[src/rtl/dispatch_scheduler.sv]
// dispatch_scheduler: round-robin dispatch from two reservation stations to two FUs with CDB arbitration
module dispatch_scheduler #(
  parameter int ADD_LAT = 2,
  parameter int MUL_LAT = 4
) (
  input  logic        clk,
  input  logic        rst,
  input  logic [3:0]  rs1_rdy,
  input  logic [11:0] rs1_dest,
  input  logic [3:0]  rs2_rdy,
  input  logic [11:0] rs2_dest,
  output logic [3:0]  rs1_issue,
  output logic [3:0]  rs2_issue,
  output logic        fu1_busy,
  output logic        fu2_busy,
  output logic        cdb_valid,
  output logic [2:0]  cdb_tag,
  output logic        cdb_src
);
  typedef enum logic [1:0] {IDLE, EXEC, DONE} state_t;
  state_t      st_q[2], st_d[2];
  logic [3:0]  cnt_q[2], cnt_d[2];
  logic [2:0]  tag_q[2], tag_d[2];
  logic [1:0]  ptr_q[2], ptr_d[2];
  logic        last_q, last_d;
  logic [3:0]  rdy[2], issue[2];
  logic [11:0] dest[2];
  logic [1:0]  done, win, g;
  assign rdy[0] = rs1_rdy;
  assign rdy[1] = rs2_rdy;
  assign dest[0] = rs1_dest;
  assign dest[1] = rs2_dest;
  assign done = {st_q[1] == DONE, st_q[0] == DONE} & {2{!rst}};
  assign win[0] = done[0] & (!done[1] | last_q);
  assign win[1] = done[1] & (!done[0] | !last_q);
  assign rs1_issue = issue[0];
  assign rs2_issue = issue[1];
  assign fu1_busy = st_q[0] != IDLE && !rst;
  assign fu2_busy = st_q[1] != IDLE && !rst;
  assign cdb_valid = |win;
  assign cdb_src = win[1];
  assign cdb_tag = win[0] ? tag_q[0] : win[1] ? tag_q[1] : 3'd0;
  always_comb begin
    last_d = win[0] ? 1'b0 : win[1] ? 1'b1 : last_q;
    g = '0;
    for (int u = 0; u < 2; u++) begin
      issue[u] = '0;
      st_d[u] = st_q[u];
      cnt_d[u] = cnt_q[u];
      tag_d[u] = tag_q[u];
      ptr_d[u] = ptr_q[u];
      for (int k = 3; k >= 0; k--) begin
        g = ptr_q[u] + 2'(k);
        if (rdy[u][g] && !rst && (st_q[u] == IDLE || win[u])) begin
          issue[u] = '0;
          issue[u][g] = 1'b1;
          ptr_d[u] = g + 2'd1;
          tag_d[u] = dest[u][3*g +: 3];
        end
      end
      if (|issue[u]) begin
        st_d[u] = EXEC;
        cnt_d[u] = u == 0 ? 4'(ADD_LAT - 1) : 4'(MUL_LAT - 1);
      end else if (st_q[u] == EXEC) begin
        cnt_d[u] = cnt_q[u] - 4'd1;
        st_d[u] = cnt_q[u] == 4'd1 ? DONE : EXEC;
      end else if (win[u]) begin
        st_d[u] = IDLE;
      end
    end
  end
  always_ff @(posedge clk) begin
    if (rst) begin
      for (int u = 0; u < 2; u++) begin
        st_q[u] <= IDLE;
        cnt_q[u] <= '0;
        tag_q[u] <= '0;
        ptr_q[u] <= '0;
      end
      last_q <= 1'b1;
    end else begin
      for (int u = 0; u < 2; u++) begin
        st_q[u] <= st_d[u];
        cnt_q[u] <= cnt_d[u];
        tag_q[u] <= tag_d[u];
        ptr_q[u] <= ptr_d[u];
      end
      last_q <= last_d;
    end
  end
endmodule

[config.mk]
export PLATFORM = sky130hd
export DESIGN_NAME = dispatch_scheduler
export DESIGN_NICKNAME = d
export VERILOG_FILES = /design/src/rtl/dispatch_scheduler.sv
export SDC_FILE = /design/constraint.sdc
export NUM_CORES = 1
export LEC_CHECK = 0
export ABC_AREA = 1
export CORE_MARGIN = 1
export CORE_UTILIZATION = 60
export DETAILED_ROUTE_END_ITERATION = 8
export DONT_BUFFER_PORTS = 1
export PLACE_DENSITY = 0.76
export SYNTH_ARGS = -nofsm -noshare
export SYNTH_HDL_FRONTEND = slang
export SYNTH_SLANG_ARGS = --single-unit
[constraint.sdc]
create_clock -name clk -period 5.75 [get_ports clk]
set_input_delay 0.575 -clock clk [delete_from_list [all_inputs] [get_ports clk]]
set_output_delay 0.575 -clock clk [all_outputs]
set_load 0.01 [all_outputs]
==> impl_metrics.toml <==
[status]
status = "finished clean"

[critical_path]
slowest_stage = "dfxtp_1"
crit_type = "reg -> out"
worstPathArrival_ps = 2400
crit_fanout = 10
ff2ff_setup_slack_ps = 3200
crit_chain = "inv_2 -> ha_1 -> inv_1 -> nand3_1 -> nand2_1 -> nor2_4 -> nand2_2 -> o21ai_0 -> inv_1 -> o21ai_1 -> nand2_1"
cp_slowest_stage_delay_ps = 540
startpoint_type = "flip-flop"
end_kind = "primary output"
cp.required_ps = 5180
crit_buf_inv = 3
cp_top_family = "simple AND/OR/NAND/NOR gates"

[sta]
rsz0062_at_grt = "no"
tns_ps = 0
relSlewSlack = 0.735
min_period_ps = 2970
post-route-period-util = 0.517
final_hold_viol_count = 0
setup_violations = 0
timing.hold.ws_ps = 366
fmax_mhz = 336
worst_clock_skew_ps = 1.32
slew_violations = 0
fin_ws_ps = 2780
worst_slew_pin_slew_ps = 397

[placement]
portBuffers = 0
gp_congestion = 0.909
dpl_worst_slack_ps = 3080
dp_hpwl_mm = 4.18

[die]
row_count = 23
die_area_sq_um = 4420
core_sq_um = 4000
die_y_microns = 66.5
io_pins = 49
die_w_microns = 66.5
start_util = 0.624

[layout]
nNetsFinal = 454
final_cell_mix = "95 x nand2_1, 71 x nand3_1, 57 x inv_1"
synthToLayoutAreaGrowth_pct = 2.91
diodes = 0
final_common_cell = "nand2_1"
fillers = 391
drive_above_1_share = 0.127

[clocking]
htree_levels = 1
path_clk_slew_ps = 80
cts_resized = 0
holdBufCountCts = 0
post-cts-setup-buffers = 0
cts_buffers = 3
clock_sinks = 23
insertion_delay_ps = 270
root_buffer = "clkbuf_8"
cts_tree = "yes"
clock_path_buffers = 2

[job]
drv_cap = 0

[synthesis]
avgSynthCellArea_sq_um = 6.23
synth_cells = 401
synth_cell_types = 36
synth_area_sq_um = 2500
synth_seq_cells = 23
syn_nets = 453
yosysSeqAreaShare = 0.184
ys_warn_count = 0

[route]
wl_per_cell_microns = 11.7
drc = 0
routed_wl_mm = 5.26
vias_per_cell = 5.38
ant_nets = 0
drt_iter0_drc = 113
first_pass_iters = 4
num_vias = 2427

[grt]
grt_pass1_vias = 2051
grt_overflow_total = 0
antenna_found_initial = 0
grt_start_max_net_pins = 19
grt_pass1_wl_mm = 8.79
grt_util_all_layers = 0.253

[power]
ir_drop_uv = 262
p_leak_nw = 1.37
p_per_area_nw_per_um2 = 614

[worst_hold_path]
hold_class = "in -> reg"
==> final timing paths <==
kind	start	endpoint	depth (start not counted)
worst max-delay path	ptr_q[0][0]	rs1_issue[0]	11
worst min-delay path	rst	ptr_q[0][2]	1
worst max register to register	ptr_q[0][0]	cnt_q[0][1]	14
worst min register to register	cnt_q[0][7]	cnt_q[0][7]	2
==> cell families (layout without fill, tap and decap cells) <==
kind of cell               Yosys count  count (layout)  synth area share
and+or+nand+nor                    239             239             0.486
buffers and inverters               75              75             0.126
AOI/OAI and AO/OA                   40              40            0.0922
DFF                                 23              23             0.184
adders and majority gates           18              18            0.0902
xor gates and xnor gates             6               6            0.0210
==> worst register-to-register path, delay by kind of cell (launching register included) <==
kind,cells,cell delay [ps]
buffers and inverters,3,320
adders and majority gates,1,410
DFF,1,540
and+or+nand+nor,8,960
AOI/OAI and AO/OA,2,240
==> state kept, by name, indices dropped and copies added (netlist names) <==
| signal | cells |
|---|---|
| ptr_q | 4 |
| cnt_q | 8 |
| last_q | 1 |
| st_q | 4 |
| tag_q | 6 |
==> where the power goes <==
group / total [W] / internal [W] / switching [W]
clock: 0.000103 / 0.0000496 / 0.0000535
combinational: 0.00119 / 0.000397 / 0.000797
sequential: 0.000281 / 0.000223 / 0.0000583
total: 0.00158 / 0.000669 / 0.000909
==> routing by layer <==
layer	share of wire	track usage	vias to the layer above
met5	0	0	-
met3	0.054	0.0240	5
li1	-	-	1288
met2	0.44	0.409	80
met1	0.49	0.353	1054
met4	0.011	0.0691	0
==> cells in the mapped netlist <==
master    count  area [sq um]
a21oi_1      15          75.1
a21oi_2       1          8.76
a22oi_1       1          7.51
and3_1        1          6.26
buf_2         1          5.00
buf_6         1          11.3
buf_8         1          15.0
clkbuf_1      1          3.75
dfxtp_1      23           460
ha_1         18           225
inv_1        57           214
inv_2        11          41.3
inv_4         2          12.5
inv_8         1          11.3
nand2_1      95           357
nand2_2       7          43.8
nand2_4       6          67.6
nand2_8       1          20.0
nand3_1      71           355
nand3_2       6          60.1
nand3b_1      6          45.0
nand4_1       6          37.5
nor2_1       27           101
nor2_2        3          18.8
nor2_4        5          56.3
nor2_8        1          20.0
nor3_1        2          10.0
nor3_2        1          10.0
o211ai_1      3          22.5
o21ai_0       9          45.0
o21ai_1       5          25.0
o21ai_2       1          8.76
o22ai_1       4          25.0
o22ai_2       1          12.5
or2_2         1          6.26
xor2_1        6          52.6
==> stage by stage <==
stage	power, W	instances	util	instance area (sq um)
3_3_place_gp	0.00146	447	0.631	2520
4_1_cts	0.00158	451	0.642	2570
3_5_place_dp	0.00147	447	0.631	2520
2_1_floorplan	0.00129	401	-	2500
5_1_grt	0.00177	451	0.642	2570
6_report	0.00158	451	0.642	2570
==> cell type report <==
type / count / area (sq um) / area share
inverter: 71 / 279 / 0.109
sequential: 23 / 460 / 0.179
multi-input combinational: 303 / 1720 / 0.670
tap: 50 / 62.6 / 0.0243
clock buffer: 4 / 45.0 / 0.0175
Note: power is estimated with default switching activity, not from simulation.
